`src/rtl/tcp_conn_ctrl.sv`:
```
// tcp_conn_ctrl
// Connection controller for a minimal stop-and-wait TCP sender. It opens a
// connection with SYN, sends data segments one at a time, acknowledges
// received payload (delayed or piggy-backed), closes with FIN and aborts
// with RST after repeated retransmit timeouts.
//
// Ports
//   clk, rst                 clock, asynchronous active-high reset
//   open_req, close_req      single-cycle connection open / close requests
//   app_tx_valid/ready       application data-segment handshake
//   rx_seg_valid, rx_flags,  received segment strobe, flags, ack number
//   rx_ack_num
//   seg_tx_valid/ready,      outgoing segment request to the segment builder
//   seg_tx_flags, seg_tx_seq
//   state_o, conn_up         connection state, established indicator
//   conn_err                 one-cycle pulse on abort (peer RST or give-up)
//   rx_deliver               one-cycle pulse per received payload segment
//
// State table
//   state       | meaning
//   CLOSED      | idle, waiting for open_req
//   SYN_SENT    | SYN outstanding, waiting for SYN|ACK
//   ESTABLISHED | data transfer, delayed ACK, close latch
//   FIN_WAIT    | FIN|ACK outstanding, waiting for its ACK
module tcp_conn_ctrl #(
   parameter int PAYLOAD_LEN      = 262,
   parameter int SEQ_W            = 32,
   parameter int ISN              = 0,
   parameter int DELAY_ACK_CYCLES = 1000000,
   parameter int RTO_CYCLES       = 4000000,
   parameter int MAX_RETRY        = 3
) (
   input  logic             clk,
   input  logic             rst,
   input  logic             open_req,
   input  logic             close_req,
   input  logic             app_tx_valid,
   output logic             app_tx_ready,
   input  logic             rx_seg_valid,
   input  logic [5:0]       rx_flags,
   input  logic [SEQ_W-1:0] rx_ack_num,
   output logic             seg_tx_valid,
   input  logic             seg_tx_ready,
   output logic [5:0]       seg_tx_flags,
   output logic [SEQ_W-1:0] seg_tx_seq,
   output logic [1:0]       state_o,
   output logic             conn_up,
   output logic             conn_err,
   output logic             rx_deliver
);

   localparam logic [5:0] FL_FIN = 6'h01;
   localparam logic [5:0] FL_SYN = 6'h02;
   localparam logic [5:0] FL_RST = 6'h04;
   localparam logic [5:0] FL_PSH = 6'h08;
   localparam logic [5:0] FL_ACK = 6'h10;

   localparam int DW = (DELAY_ACK_CYCLES < 1) ? 1 : $clog2(DELAY_ACK_CYCLES + 1);
   localparam int TW = (RTO_CYCLES < 1) ? 1 : $clog2(RTO_CYCLES + 1);
   localparam int RW = (MAX_RETRY < 1) ? 1 : $clog2(MAX_RETRY + 1);

   localparam logic [DW-1:0] DACK_MAX  = DW'(DELAY_ACK_CYCLES);
   localparam logic [DW-1:0] DACK_LAST = DW'(DELAY_ACK_CYCLES - 1);
   localparam logic [TW-1:0] RTO_MAX   = TW'(RTO_CYCLES);
   localparam logic [TW-1:0] RTO_LAST  = TW'(RTO_CYCLES - 1);
   localparam logic [RW-1:0] RETRY_MAX = RW'(MAX_RETRY);

   typedef enum logic [1:0] {
      CLOSED      = 2'd0,
      SYN_SENT    = 2'd1,
      ESTABLISHED = 2'd2,
      FIN_WAIT    = 2'd3
   } state_t;

   typedef enum logic [3:0] {
      A_NONE, A_ABORT, A_OPEN, A_EST, A_RETX, A_GIVEUP,
      A_DATA, A_FIN, A_ACK, A_FIN_DONE
   } act_t;

   state_t           state;
   logic [SEQ_W-1:0] snd_nxt;
   logic             outstanding;
   logic [5:0]       last_flags;
   logic [SEQ_W-1:0] last_seq;
   logic [TW-1:0]    rto_cnt;
   logic [RW-1:0]    retry;
   logic             need_ack;
   logic [DW-1:0]    dack_cnt;
   logic             ack_req;
   logic             close_lat;

   logic rx_rst, rx_ack_ok, rx_synack, rx_psh;
   logic free, rto_due, dack_due, app_accept;
   logic [5:0] data_flags;
   act_t act, to_act;

   // FIN and URG on received segments carry no meaning for this controller.
   logic unused_rx_flags;
   assign unused_rx_flags = rx_flags[0] ^ rx_flags[5];

   assign state_o      = state;
   assign conn_up      = (state == ESTABLISHED);
   assign app_tx_ready = (state == ESTABLISHED) && !outstanding && !seg_tx_valid && !close_lat;

   always_comb begin
      rx_rst     = rx_seg_valid && rx_flags[2];
      rx_ack_ok  = rx_seg_valid && rx_flags[4] && (rx_ack_num == snd_nxt);
      rx_synack  = rx_ack_ok && rx_flags[1];
      rx_psh     = rx_seg_valid && rx_flags[3] && (state == ESTABLISHED);
      // the request slot is free if empty or being handed off this cycle
      free       = !seg_tx_valid || seg_tx_ready;
      rto_due    = outstanding && (rto_cnt >= RTO_LAST);
      dack_due   = need_ack && (dack_cnt >= DACK_LAST);
      app_accept = app_tx_valid && app_tx_ready;
      data_flags = (need_ack || ack_req || rx_psh) ? (FL_PSH | FL_ACK) : FL_PSH;
      to_act     = (retry == RETRY_MAX) ? A_GIVEUP : A_RETX;

      act = A_NONE;
      if (rx_rst && state != CLOSED) begin
         act = A_ABORT;
      end else begin
         case (state)
            CLOSED:
               if (open_req && free) act = A_OPEN;
            SYN_SENT:
               if (rx_synack)             act = A_EST;
               else if (rto_due && free)  act = to_act;
            ESTABLISHED:
               // an ACK arriving together with the timeout wins over the retransmit
               if (rto_due && free && !rx_ack_ok)           act = to_act;
               else if (app_accept)                         act = A_DATA;
               else if (close_lat && !outstanding && free)  act = A_FIN;
               else if ((ack_req || dack_due) && free)      act = A_ACK;
            FIN_WAIT:
               if (rx_ack_ok && outstanding)  act = A_FIN_DONE;
               else if (rto_due && free)      act = to_act;
            default: act = A_NONE;
         endcase
      end
   end

   always_ff @(posedge clk or posedge rst) begin
      if (rst) begin
         state        <= CLOSED;
         snd_nxt      <= SEQ_W'(ISN);
         outstanding  <= 1'b0;
         last_flags   <= '0;
         last_seq     <= '0;
         rto_cnt      <= '0;
         retry        <= '0;
         need_ack     <= 1'b0;
         dack_cnt     <= '0;
         ack_req      <= 1'b0;
         close_lat    <= 1'b0;
         seg_tx_valid <= 1'b0;
         seg_tx_flags <= '0;
         seg_tx_seq   <= '0;
         conn_err     <= 1'b0;
         rx_deliver   <= 1'b0;
      end else begin
         rx_deliver <= rx_psh;
         conn_err   <= 1'b0;

         if (seg_tx_valid && seg_tx_ready) begin
            seg_tx_valid <= 1'b0;
            seg_tx_flags <= '0;
            seg_tx_seq   <= '0;
         end
         if (outstanding && rto_cnt != RTO_MAX) rto_cnt  <= rto_cnt + 1'b1;
         if (need_ack && dack_cnt != DACK_MAX)  dack_cnt <= dack_cnt + 1'b1;
         if (rx_psh) begin
            need_ack <= 1'b1;
            dack_cnt <= '0;
         end
         if (state == ESTABLISHED && close_req) close_lat <= 1'b1;
         if (state == ESTABLISHED && rx_ack_ok && outstanding) begin
            outstanding <= 1'b0;
            retry       <= '0;
            rto_cnt     <= '0;
         end

         case (act)
            A_ABORT: begin
               state        <= CLOSED;
               seg_tx_valid <= 1'b0;
               seg_tx_flags <= '0;
               seg_tx_seq   <= '0;
               outstanding  <= 1'b0;
               rto_cnt      <= '0;
               retry        <= '0;
               need_ack     <= 1'b0;
               dack_cnt     <= '0;
               ack_req      <= 1'b0;
               close_lat    <= 1'b0;
               conn_err     <= 1'b1;
            end
            A_OPEN: begin
               seg_tx_valid <= 1'b1;
               seg_tx_flags <= FL_SYN;
               seg_tx_seq   <= SEQ_W'(ISN);
               last_flags   <= FL_SYN;
               last_seq     <= SEQ_W'(ISN);
               snd_nxt      <= SEQ_W'(ISN) + 1'b1;
               outstanding  <= 1'b1;
               rto_cnt      <= '0;
               retry        <= '0;
               need_ack     <= 1'b0;
               dack_cnt     <= '0;
               ack_req      <= 1'b0;
               close_lat    <= 1'b0;
               state        <= SYN_SENT;
            end
            A_EST: begin
               state       <= ESTABLISHED;
               outstanding <= 1'b0;
               retry       <= '0;
               rto_cnt     <= '0;
               if (free) begin
                  seg_tx_valid <= 1'b1;
                  seg_tx_flags <= FL_ACK;
                  seg_tx_seq   <= snd_nxt;
               end else begin
                  ack_req <= 1'b1;
               end
            end
            A_RETX: begin
               seg_tx_valid <= 1'b1;
               seg_tx_flags <= last_flags;
               seg_tx_seq   <= last_seq;
               retry        <= retry + 1'b1;
               rto_cnt      <= '0;
            end
            A_GIVEUP: begin
               seg_tx_valid <= 1'b1;
               seg_tx_flags <= FL_RST;
               seg_tx_seq   <= snd_nxt;
               state        <= CLOSED;
               outstanding  <= 1'b0;
               rto_cnt      <= '0;
               retry        <= '0;
               need_ack     <= 1'b0;
               dack_cnt     <= '0;
               ack_req      <= 1'b0;
               close_lat    <= 1'b0;
               conn_err     <= 1'b1;
            end
            A_DATA: begin
               seg_tx_valid <= 1'b1;
               seg_tx_flags <= data_flags;
               seg_tx_seq   <= snd_nxt;
               last_flags   <= data_flags;
               last_seq     <= snd_nxt;
               snd_nxt      <= snd_nxt + SEQ_W'(PAYLOAD_LEN);
               outstanding  <= 1'b1;
               rto_cnt      <= '0;
               retry        <= '0;
               need_ack     <= 1'b0;
               dack_cnt     <= '0;
               ack_req      <= 1'b0;
            end
            A_FIN: begin
               seg_tx_valid <= 1'b1;
               seg_tx_flags <= FL_FIN | FL_ACK;
               seg_tx_seq   <= snd_nxt;
               last_flags   <= FL_FIN | FL_ACK;
               last_seq     <= snd_nxt;
               snd_nxt      <= snd_nxt + 1'b1;
               outstanding  <= 1'b1;
               rto_cnt      <= '0;
               retry        <= '0;
               need_ack     <= 1'b0;
               dack_cnt     <= '0;
               ack_req      <= 1'b0;
               close_lat    <= 1'b0;
               state        <= FIN_WAIT;
            end
            A_ACK: begin
               seg_tx_valid <= 1'b1;
               seg_tx_flags <= FL_ACK;
               seg_tx_seq   <= snd_nxt;
               // payload arriving this very cycle still needs its own ACK
               need_ack     <= rx_psh;
               dack_cnt     <= '0;
               ack_req      <= 1'b0;
            end
            A_FIN_DONE: begin
               state       <= CLOSED;
               outstanding <= 1'b0;
               retry       <= '0;
               rto_cnt     <= '0;
            end
            default: ;
         endcase
      end
   end

endmodule

```
`config.mk`:
```
export PLATFORM = sky130hd
export DESIGN_NAME = tcp_conn_ctrl
export DESIGN_NICKNAME = d
export VERILOG_FILES = /design/src/rtl/tcp_conn_ctrl.sv
export SDC_FILE = /design/constraint.sdc
export NUM_CORES = 1
export LEC_CHECK = 0
export CELL_PAD_IN_SITES_DETAIL_PLACEMENT = 0
export CELL_PAD_IN_SITES_GLOBAL_PLACEMENT = 1
export CORE_ASPECT_RATIO = 1.25
export CORE_MARGIN = 1.5
export CORE_UTILIZATION = 45
export DETAILED_ROUTE_END_ITERATION = 10
export PLACE_DENSITY = 0.89
export SKIP_CTS_REPAIR_TIMING = 1
export SYNTH_ARGS = -nofsm -noshare
export SYNTH_HDL_FRONTEND = slang
export SYNTH_SLANG_ARGS = --single-unit
```
`constraint.sdc`:
```
create_clock -name clk -period 18.7 [get_ports clk]
set_input_delay 5.61 -clock clk [delete_from_list [all_inputs] [get_ports clk]]
set_output_delay 5.61 -clock clk [all_outputs]
set_load 0.1 [all_outputs]
```
Word level (Yosys, flattened, before mapping)
Cells that the tools add are included.
{"block": "word_totals", "regBits": 161, "output_inout_bits": 45, "ramBits": 0, "input_bits": 45, "rom_bits": 0, "mem_count": 0, "wordCells": 142, "latchBits": 0}
{"block": "classes", "n_bitwise": 0, "n_lt_le_gt_ge": 2, "div_mod_pow": 0, "add_sub_neg": 5, "multipliers": 0, "eq_ne": 17, "shift": 0, "n_reduce_logical": 60, "mux": 42}
{"cell": "$pmux 32 s4", "n": 1}
{"cell": "$pmux 32 s3", "n": 1}
{"cell": "$mux 22", "n": 3}
{"cell": "$mux 32", "n": 2}
{"cell": "$pmux 32 s2", "n": 1}
{"cell": "$mux 20", "n": 3}
{"cell": "$pmux 6 s8", "n": 1}
{"cell": "$add 32x1->32 const B", "n": 1}
{"cell": "$add 32x9->32 const B", "n": 1}
{"cell": "$eq 32x32->1", "n": 1}
{"cell": "$logic_and 1x1->1", "n": 26}
{"cell": "$mux 4", "n": 6}
{"cell": "$add 22x1->22 const B", "n": 1}
{"cell": "$ge 22x22->1 const B", "n": 1}
{"cell": "$ne 22x22->1 const B", "n": 1}
{"cell": "$add 20x1->20 const B", "n": 1}
{"cell": "$ge 20x20->1 const B", "n": 1}
{"cell": "$ne 20x20->1 const B", "n": 1}
{"cell": "$pmux 6 s3", "n": 1}
{"cell": "$reduce_bool 3->1", "n": 6}
{"cell": "$eq 4x3->1 const B", "n": 4}
{"cell": "$pmux 4 s4", "n": 1}
{"cell": "$mux 6", "n": 2}
{"cell": "$reduce_or 4->1", "n": 3}
{"cell": "27 further kinds", "n": 56}

Depth between registers and ports, before layout
Gate-level depths: netlist of run 1.
{"block": "depth", "ltp_word": 14, "ltp_mapped": 12}

Worst setup path before layout of run 1
OpenSTA, ideal clock, no wires.
{"block": "synth_path", "path_type": "register to output", "startpoint": "register state[0], in the netlist state_o[0]", "endpoint": "output app_tx_ready", "t_required_ps": 13090, "path_slack_ps": 8977, "arrival_time_ps": 4113, "path_buffers": 1, "path_stages_with_launch": 4, "path_cell_list": "dfrtp_1 > clkbuf_1 > nand2b_1 > nor4_1"}
{"block": "synth_via", "elab_chain_cells": 4}
{"element": "start, declared", "line": "80", "rtl": "state_t state;"}
{"element": "start signal, assigned", "line": "144", "rtl": "state <= CLOSED;"}
{"element": "start signal, assigned", "line": "184", "rtl": "state <= CLOSED;"}
{"element": "start signal, assigned", "line": "211", "rtl": "state <= SYN_SENT;"}
{"element": "$eq 2x2->1", "line": "103", "rtl": "assign app_tx_ready = (state == ESTABLISHED) && !outstanding && !seg_tx_valid && !close_lat;"}
{"element": "$logic_and 1x1->1 (3 in a row)", "line": "103"}
{"element": "end, declared", "line": "38", "rtl": "output logic app_tx_ready,"}
No other way between the ends.

Worst setup path in the final report of run 1
{"block": "layout_path", "startpoint": "input rx_ack_num[29]", "endpoint": "register snd_nxt[26]"}
{"block": "layout_via", "elab_chain_cells": 9, "elab_cells_between_ends": 16, "classes_between": "4 x eq/ne; 6 x mux; 6 x reduce/logical"}
{"element": "start, declared", "line": "41", "rtl": "input logic [SEQ_W-1:0] rx_ack_num,"}
{"element": "$eq 32x32->1 (*)", "line": "107", "rtl": "rx_ack_ok = rx_seg_valid && rx_flags[4] && (rx_ack_num == snd_nxt);"}
{"element": "$logic_and 1x1->1 (*)", "line": "107"}
{"element": "$logic_not 1->1", "line": "130", "rtl": "if (rto_due && free && !rx_ack_ok) act = to_act;"}
{"element": "$logic_and 1x1->1", "line": "130"}
{"element": "$mux 4", "line": "130"}
{"element": "$pmux 4 s4 (*)", "line": "122", "rtl": "case (state)"}
{"element": "$mux 4 (*)", "line": "119", "rtl": "if (rx_rst && state != CLOSED) begin"}
{"element": "$eq 4x3->1 or $eq 4x2->1 (tied branches)", "line": "182", "rtl": "case (act)"}
{"element": "$pmux 32 s3 or $reduce_bool 3->1 (tied branches)"}
{"element": "end signal, assigned", "line": "145", "rtl": "snd_nxt <= SEQ_W'(ISN);"}
{"element": "end signal, assigned", "line": "203", "rtl": "snd_nxt <= SEQ_W'(ISN) + 1'b1;"}
{"element": "end signal, assigned", "line": "253", "rtl": "snd_nxt <= snd_nxt + SEQ_W'(PAYLOAD_LEN);"}
{"element": "end, declared", "line": "81", "rtl": "logic [SEQ_W-1:0] snd_nxt;"}
Every way passes the cells marked *; elsewhere a longest branch is shown, timed or not.
A chain may end at the register's enable or synchronous reset.

==> results of run 1 <==
per-stage QoR:
| stage | utilization, % | worst slack (ns) |
|---|---|---|
| 4_1_cts | 54.59 | 9.414 |
| 3_3_place_gp | 51.11 | 8.895 |
| 2_1_floorplan | - | 8.798 |
| 3_5_place_dp | 51.11 | 8.984 |
| 6_report | 54.59 | 9.392 |
| 5_1_grt | 54.59 | 9.121 |
logic make-up after synthesis:
kind of cell / share of synthesized area (%)
flops: 46.02
fa+ha+maj: 1.158
mux: 0.3473
simple gates: 24.75
xor+xnor: 7.496
buf+inv: 4.530
compound gates: 15.70
worst max path at each step:
stage                    from          end  slack, ns  depth (start not counted)
3_3_place_gp   rx_ack_num[29]  snd_nxt[26]       8.90                         10
6_report       rx_ack_num[29]  snd_nxt[26]       9.39                         10
2_1_floorplan             rst      ack_req       8.80                          1
5_1_grt        rx_ack_num[29]  snd_nxt[26]       9.12                         10
4_1_cts        rx_ack_num[29]  snd_nxt[26]       9.41                         10
3_5_place_dp   rx_ack_num[29]  snd_nxt[26]       8.98                         10
cells in the mapped netlist (3+ instances only):
cell type / count
a211oi_1: 3
a21o_1: 3
a21oi_1: 27
a221o_1: 35
a221oi_1: 6
a22oi_1: 4
a31oi_1: 7
and3_1: 10
buf_1: 7
buf_2: 10
buf_6: 9
clkbuf_1: 34
dfrtp_1: 159
ha_1: 8
inv_1: 23
mux2i_1: 3
nand2_1: 109
nand2b_1: 6
nand3_1: 68
nand4_1: 27
nor2_1: 94
nor2b_1: 30
nor3_1: 20
nor3_2: 19
nor4_1: 9
nor4_2: 3
o211ai_1: 3
o21ai_0: 45
o221ai_1: 3
o22a_1: 5
o22ai_1: 4
o31ai_1: 10
o41ai_1: 5
or2_2: 3
or3_1: 5
xnor2_1: 30
xor2_1: 44
sequential cells by signal, indices dropped and copies added (netlist names), 4 cells and up:
signal and count:
last_seq 32, seg_tx_seq 32, snd_nxt 32, dack_cnt 20, last_flags 4, seg_tx_flags 6
rto_cnt 22
per-layer routing:
layer  up-vias  GRT usage, %  wire (microns)
li1       3448             -               -
met1      3640         31.35            9917
met2       249         40.50           11620
met3        38         4.461            1271
met4         0         9.253             568
met5         -             0               0
where the power goes:
part           switching [mW]  internal, mW
registers              0.0262         0.357
logic                   0.118        0.0510
clock network           0.145         0.241
worst reg2reg max path: stages (launching register included):
cell      delay [ns]
dfrtp_1         0.56
xor2_1          0.24
nor4_1          0.43
nand4_1         0.41
or3_4           0.52
a32oi_2         0.37
nand3_1         0.68
o22a_1          0.41
nand2b_1        0.18
o41ai_1         0.34
final cells by class:
type	count	area share [%]
clock buffer	19	4.321
clock inverter	13	2.063
inverter	23	0.8910
multi-input combinational	687	41.78
sequential	159	38.81
tap	232	2.832
timing repair buffer	98	9.301
==> key figures, run 1 <==
Status
  • Status: finished, final reports clean

Detailed routing
  • ANT nets after route: 0
  • Drt drc: 0
  • Via count: 7375
  • Initial drt markers: 639
  • Pre-Repair DR Iteration Count: 6
  • Per-cell routed wire length: 18.99 microns
  • Via/cell ratio: 5.991
  • Routed wire length: 23380 microns

STA
  • Max Transition Viols Final: 0
  • Setup TNS: 0 ns
  • Fin crit share: 49.78%
  • Max-slew headroom: 33.97%
  • Min Hold Slack: 0.4759 ns
  • Layout Skew: 0.007170 ns
  • Final setup violation count: 0
  • Post-layout min period: 9.308 ns
  • RSZ-0062 raised after global routing: no
  • Hold Fails Final Rpt: 0
  • Worst-margin pin slew: 0.9874 ns
  • Fmax: 107.4 MHz

Layout
  • Most frequent cells in the layout: dfrtp_1, nand2_1, nor2_1, clkdlybuf4s50_1, nand3_1
  • Fill cell count: 1671
  • Multi-input gate area: 4283 sq um
  • Commonest non-fill, non-tap cell in the layout: dfrtp_1
  • Layout cells sized above 1: 8.208%
  • Diode count: 0
  • Seq. cell area: 3979 sq um
  • Design area: 10250 sq um
  • Area Overhead vs Synth: 18.57%
  • Layout Nets: 1039
  • Fin cells: 1231

Global routing
  • Initial antenna violation count: 0
  • Vias in the first global route: 7095
  • Largest net degree at the start of global routing: 89
  • GR Overflow Total: 0
  • Total GRT Usage: 24.22%
  • First-pass GRT wire length: 38050 microns

Die
  • Width of the die: 127.0 microns
  • DIE AREA: 20060 sq um
  • Initial core utilization: 46.04%
  • Core ar.: 18780 sq um
  • Row count: 56
  • IO Count: 90
  • Height of the die: 158.0 microns

Critical path
  • Peak fanout along the critical path: 19
  • Worst EP arrival: 9.63 ns
  • Critical Path, Cell by Cell: clkdlybuf4s50_1, xor2_1, nor4_2, nand4_1, or3_4, a32oi_2, nand3_1, o22a_1, nand2b_1, o41ai_1
  • Critical Path Sink Type: flip-flop
  • Slowest-stage cell, CP: nand3_1
  • R2r endpoint: snd_nxt[26]
  • Delay-heaviest family, CP: simple AND/OR/NAND/NOR gates
  • R2R cell count: 9
  • Crit path launch type: input port
  • Critical Path RT: 19.02 ns
  • CP bufs+invs: 1
  • R2R Path Start: snd_nxt[28]
  • R2R Setup Slk: 14.46 ns
  • WS Path Type: in -> reg
  • Delay of the slowest critical-path stage: 0.68 ns

Synthesis
  • Ranking of synthesized cells by area: dfrtp_1, nand2_1, xor2_1
  • Asr flop ratio synth: 100.0%
  • Syn Nets: 982
  • Post-synth EDFFs: 0
  • Synthesized instance count: 929
  • Syn_area_per_cell: 9.307 sq um
  • Synth top area share: 46.02%
  • Sequential share of the synthesized area: 46.02%
  • Yosys warns: 0
  • Register bit total from synthesis: 159
  • Area of the mapped netlist: 8646 sq um
  • Yosys cell types: 67
  • Area leader, netlist: dfrtp_1
  • Synth Flop Type: dfrtp_1

Hold path
  • Worst Hold Launch: last_flags[4]
  • Hold-critical path depth: 2
  • Endpoint, Worst Hold: last_flags[4]
  • HP Class: reg -> reg

CTS
  • Number of buffers created by CTS: 17
  • Root Driver: clkbuf_16
  • Worst-case clock buffer depth: 2
  • Number of H-tree levels: 4
  • CTS tree: built
  • CTS clk-pin slew, worst paths: 0.07 ns
  • Skew-Pair Late Insertion Delay: 0.43 ns
  • Clock Sinks: 159

Pwr
  • Pleak: 4.398 nW
  • Max VDD drop: 0.00006543 V
  • Final Total Pwr: 938.8 uW
  • P per Cell Area: 91.58 nW/um^2

Place
  • Detail Placement HPWL: 15570 microns
  • Placed cells: 1199
  • DP Area: 9597 sq um
  • Port-buffer cells: 87
  • GPL Wtd Cong: 0.8988

Run
  • Max_cap viols: 0
No activity file was read; power rests on OpenSTA's default activity.
==> run 2: changes to the inputs <==
--- a/config.mk
+++ b/config.mk
@@ -9,9 +9,9 @@
 export CELL_PAD_IN_SITES_GLOBAL_PLACEMENT = 1
 export CORE_ASPECT_RATIO = 1.25
 export CORE_MARGIN = 1.5
-export CORE_UTILIZATION = 45
+export CORE_UTILIZATION = 44
 export DETAILED_ROUTE_END_ITERATION = 10
-export PLACE_DENSITY = 0.89
+export PLACE_DENSITY = 0.87
 export SKIP_CTS_REPAIR_TIMING = 1
 export SYNTH_ARGS = -nofsm -noshare
 export SYNTH_HDL_FRONTEND = slang
==> constraint.sdc (replaced) <==
create_clock -name clk -period 9.69 [get_ports clk]
set_input_delay 2.907 -clock clk [delete_from_list [all_inputs] [get_ports clk]]
set_output_delay 2.907 -clock clk [all_outputs]
set_load 0.1 [all_outputs]
==> run 2 against run 1 <==
Die area up 2.2%. Combinational power is 93% higher. Cell area up 0.21%.
==> key figures, run 2 (same netlist as run 1, synthesis figures left out) <==
STA
  • Post-layout min period: 6.871 ns
  • Max-slew headroom: 27.35%
  • Max Transition Viols Final: 0
  • Final setup violation count: 0
  • Fmax: 145.5 MHz
  • Setup TNS: 0 ns
  • Layout Skew: 0.01028 ns
  • Fin worst setup slack: 2.819 ns
  • Fin crit share: 70.91%
  • Worst-margin pin slew: 1.082 ns
  • Hold Fails Final Rpt: 0
  • RSZ-0062 raised after global routing: no

Layout
  • Biggest regs: last_seq x32, seg_tx_seq x32, snd_nxt x32
  • Fill cell count: 1787
  • Most frequent cells in the layout: dfrtp_1, nand2_1, nor2_1, clkdlybuf4s50_1, nand3_1
  • Diode count: 0
  • Layout cells sized above 1: 8.208%
  • Area Overhead vs Synth: 18.81%
  • Design area: 10270 sq um
  • Layout Nets: 1039
  • Commonest non-fill, non-tap cell in the layout: dfrtp_1

Global routing
  • Largest net degree at the start of global routing: 99
  • Initial antenna violation count: 0
  • Vias in the first global route: 7045
  • Total GRT Usage: 23.14%
  • First-pass GRT wire length: 37200 microns
  • GR Overflow Total: 0

Critical path
  • WS Path Type: in -> reg
  • Crit path launch type: input port
  • Critical Path Sink Type: flip-flop
  • CP Launch Point: rx_ack_num[29]
  • Peak fanout along the critical path: 13
  • R2R Path Start: snd_nxt[29]
  • Worst EP arrival: 7.17 ns
  • Critical Path RT: 9.99 ns

Detailed routing
  • Routed wire length: 23190 microns
  • Per-cell routed wire length: 18.35 microns
  • Via/cell ratio: 5.806
  • Via count: 7339
  • Initial drt markers: 638
  • ANT nets after route: 0
  • Drt drc: 0
  • Pre-Repair DR Iteration Count: 5

CTS
  • Number of buffers created by CTS: 17
  • Root Driver: clkbuf_16
  • Worst-case clock buffer depth: 2
  • CTS tree: built
  • Clock Sinks: 159
  • CTS clk-pin slew, worst paths: 0.06 ns
  • Skew-Pair Late Insertion Delay: 0.43 ns
  • Number of H-tree levels: 4

Status
  • Status: finished, final reports clean

Place
  • GPL Wtd Cong: 0.8879
  • Port-buffer cells: 87
  • DP Area: 9638 sq um
  • Post-place setup slack: 2.486 ns
  • Detail Placement HPWL: 15540 microns

Die
  • DIE AREA: 20500 sq um
  • IO Count: 90
  • Height of the die: 159.7 microns
  • Row count: 57
  • Initial core utilization: 44.73%
  • Core ar.: 19330 sq um
  • Width of the die: 128.4 microns

Hold path
  • HP Class: reg -> reg
  • Worst Hold Launch: last_flags[1]

Run
  • Max_cap viols: 0

Pwr
  • Max VDD drop: 0.0001233 V
  • Final Total Pwr: 1.794 mW
  • Pleak: 4.400 nW
  • P per Cell Area: 174.6 nW/um^2
==> run 2: cell types whose count changed in the layout (fill, tap and decap cells not counted) <==
| cell | previous run | this run |
|---|---|---|
| clkbuf_8 | 1 | 0 |
| clkinv_4 | 2 | 3 |
| clkinvlp_4 | 4 | 1 |
| inv_6 | 2 | 5 |
| inv_8 | 0 | 1 |
| bufinv_16 | 5 | 4 |
==> run 2: power by group <==
part / internal (mW) / switching (mW) / leakage (nW) / total (mW)
Clock: 0.437 / 0.291 / 0.308 / 0.728
Combinational: 0.0982 / 0.228 / 1.90 / 0.326
Sequential: 0.689 / 0.0505 / 2.20 / 0.740
Total: 1.22 / 0.569 / 4.40 / 1.79
==> run 2: worst max-delay path: stages <==
cell and delay, ns:
clkdlybuf4s50_1 0.43, xor2_1 0.17, nor4_2 0.54, nand4_1 0.47, or3_4 0.53, a32o_2 0.35, o21ai_1 0.87, buf_4 0.34
o221ai_1 0.19, o21ai_0 0.25, o41ai_1 0.11
==> run 2: area by class of cell <==
cell class	instances	area (sq um)	share of cell area [%]
Timing Repair Buffer	98	953.4	9.281
Clock inverter	14	205.2	1.998
Clock buffer	18	429.2	4.178
Multi-Input combinational cell	687	4283	41.69
Inverter	23	91.34	0.8892
Sequential cell	159	3979	38.73
Tap cell	265	331.6	3.228
==> run 2: path summary, 6_finish.rpt <==
kind	slack [ns]	end	depth (start not counted)
max reg2reg	5.19	snd_nxt[24]	10
min	0.47	last_flags[1]	2
min in group asynchronous	3.02	seg_tx_seq[26]	2
max	2.82	snd_nxt[24]	11
max in group asynchronous	5.36	rto_cnt[12]	3
min reg2reg	0.47	last_flags[1]	2
==> run 2: routing by layer <==
| metal | GRT usage (%) | vias to the layer above | wire length (microns) | part of all wire [%] |
|---|---|---|---|---|
| li1 | - | 3460 | - | - |
| met1 | 29.96 | 3635 | 10010 | 43 |
| met2 | 38.29 | 208 | 11450 | 49 |
| met3 | 4.087 | 36 | 1091 | 4.7 |
| met4 | 9.346 | 0 | 644 | 2.8 |
| met5 | 0 | - | 0 | 0 |
==> run 2: through the flow <==
step | instances | hold WS [ns] | utilization (%)
after floorplan | 929 | 0.4460 | -
after global placement | 1232 | 0.4606 | 49.87
after detailed placement | 1232 | 0.4641 | 49.87
after CTS | 1264 | 0.4799 | 53.15
after global routing | 1264 | 0.5000 | 53.15
final | 1264 | 0.4750 | 53.15
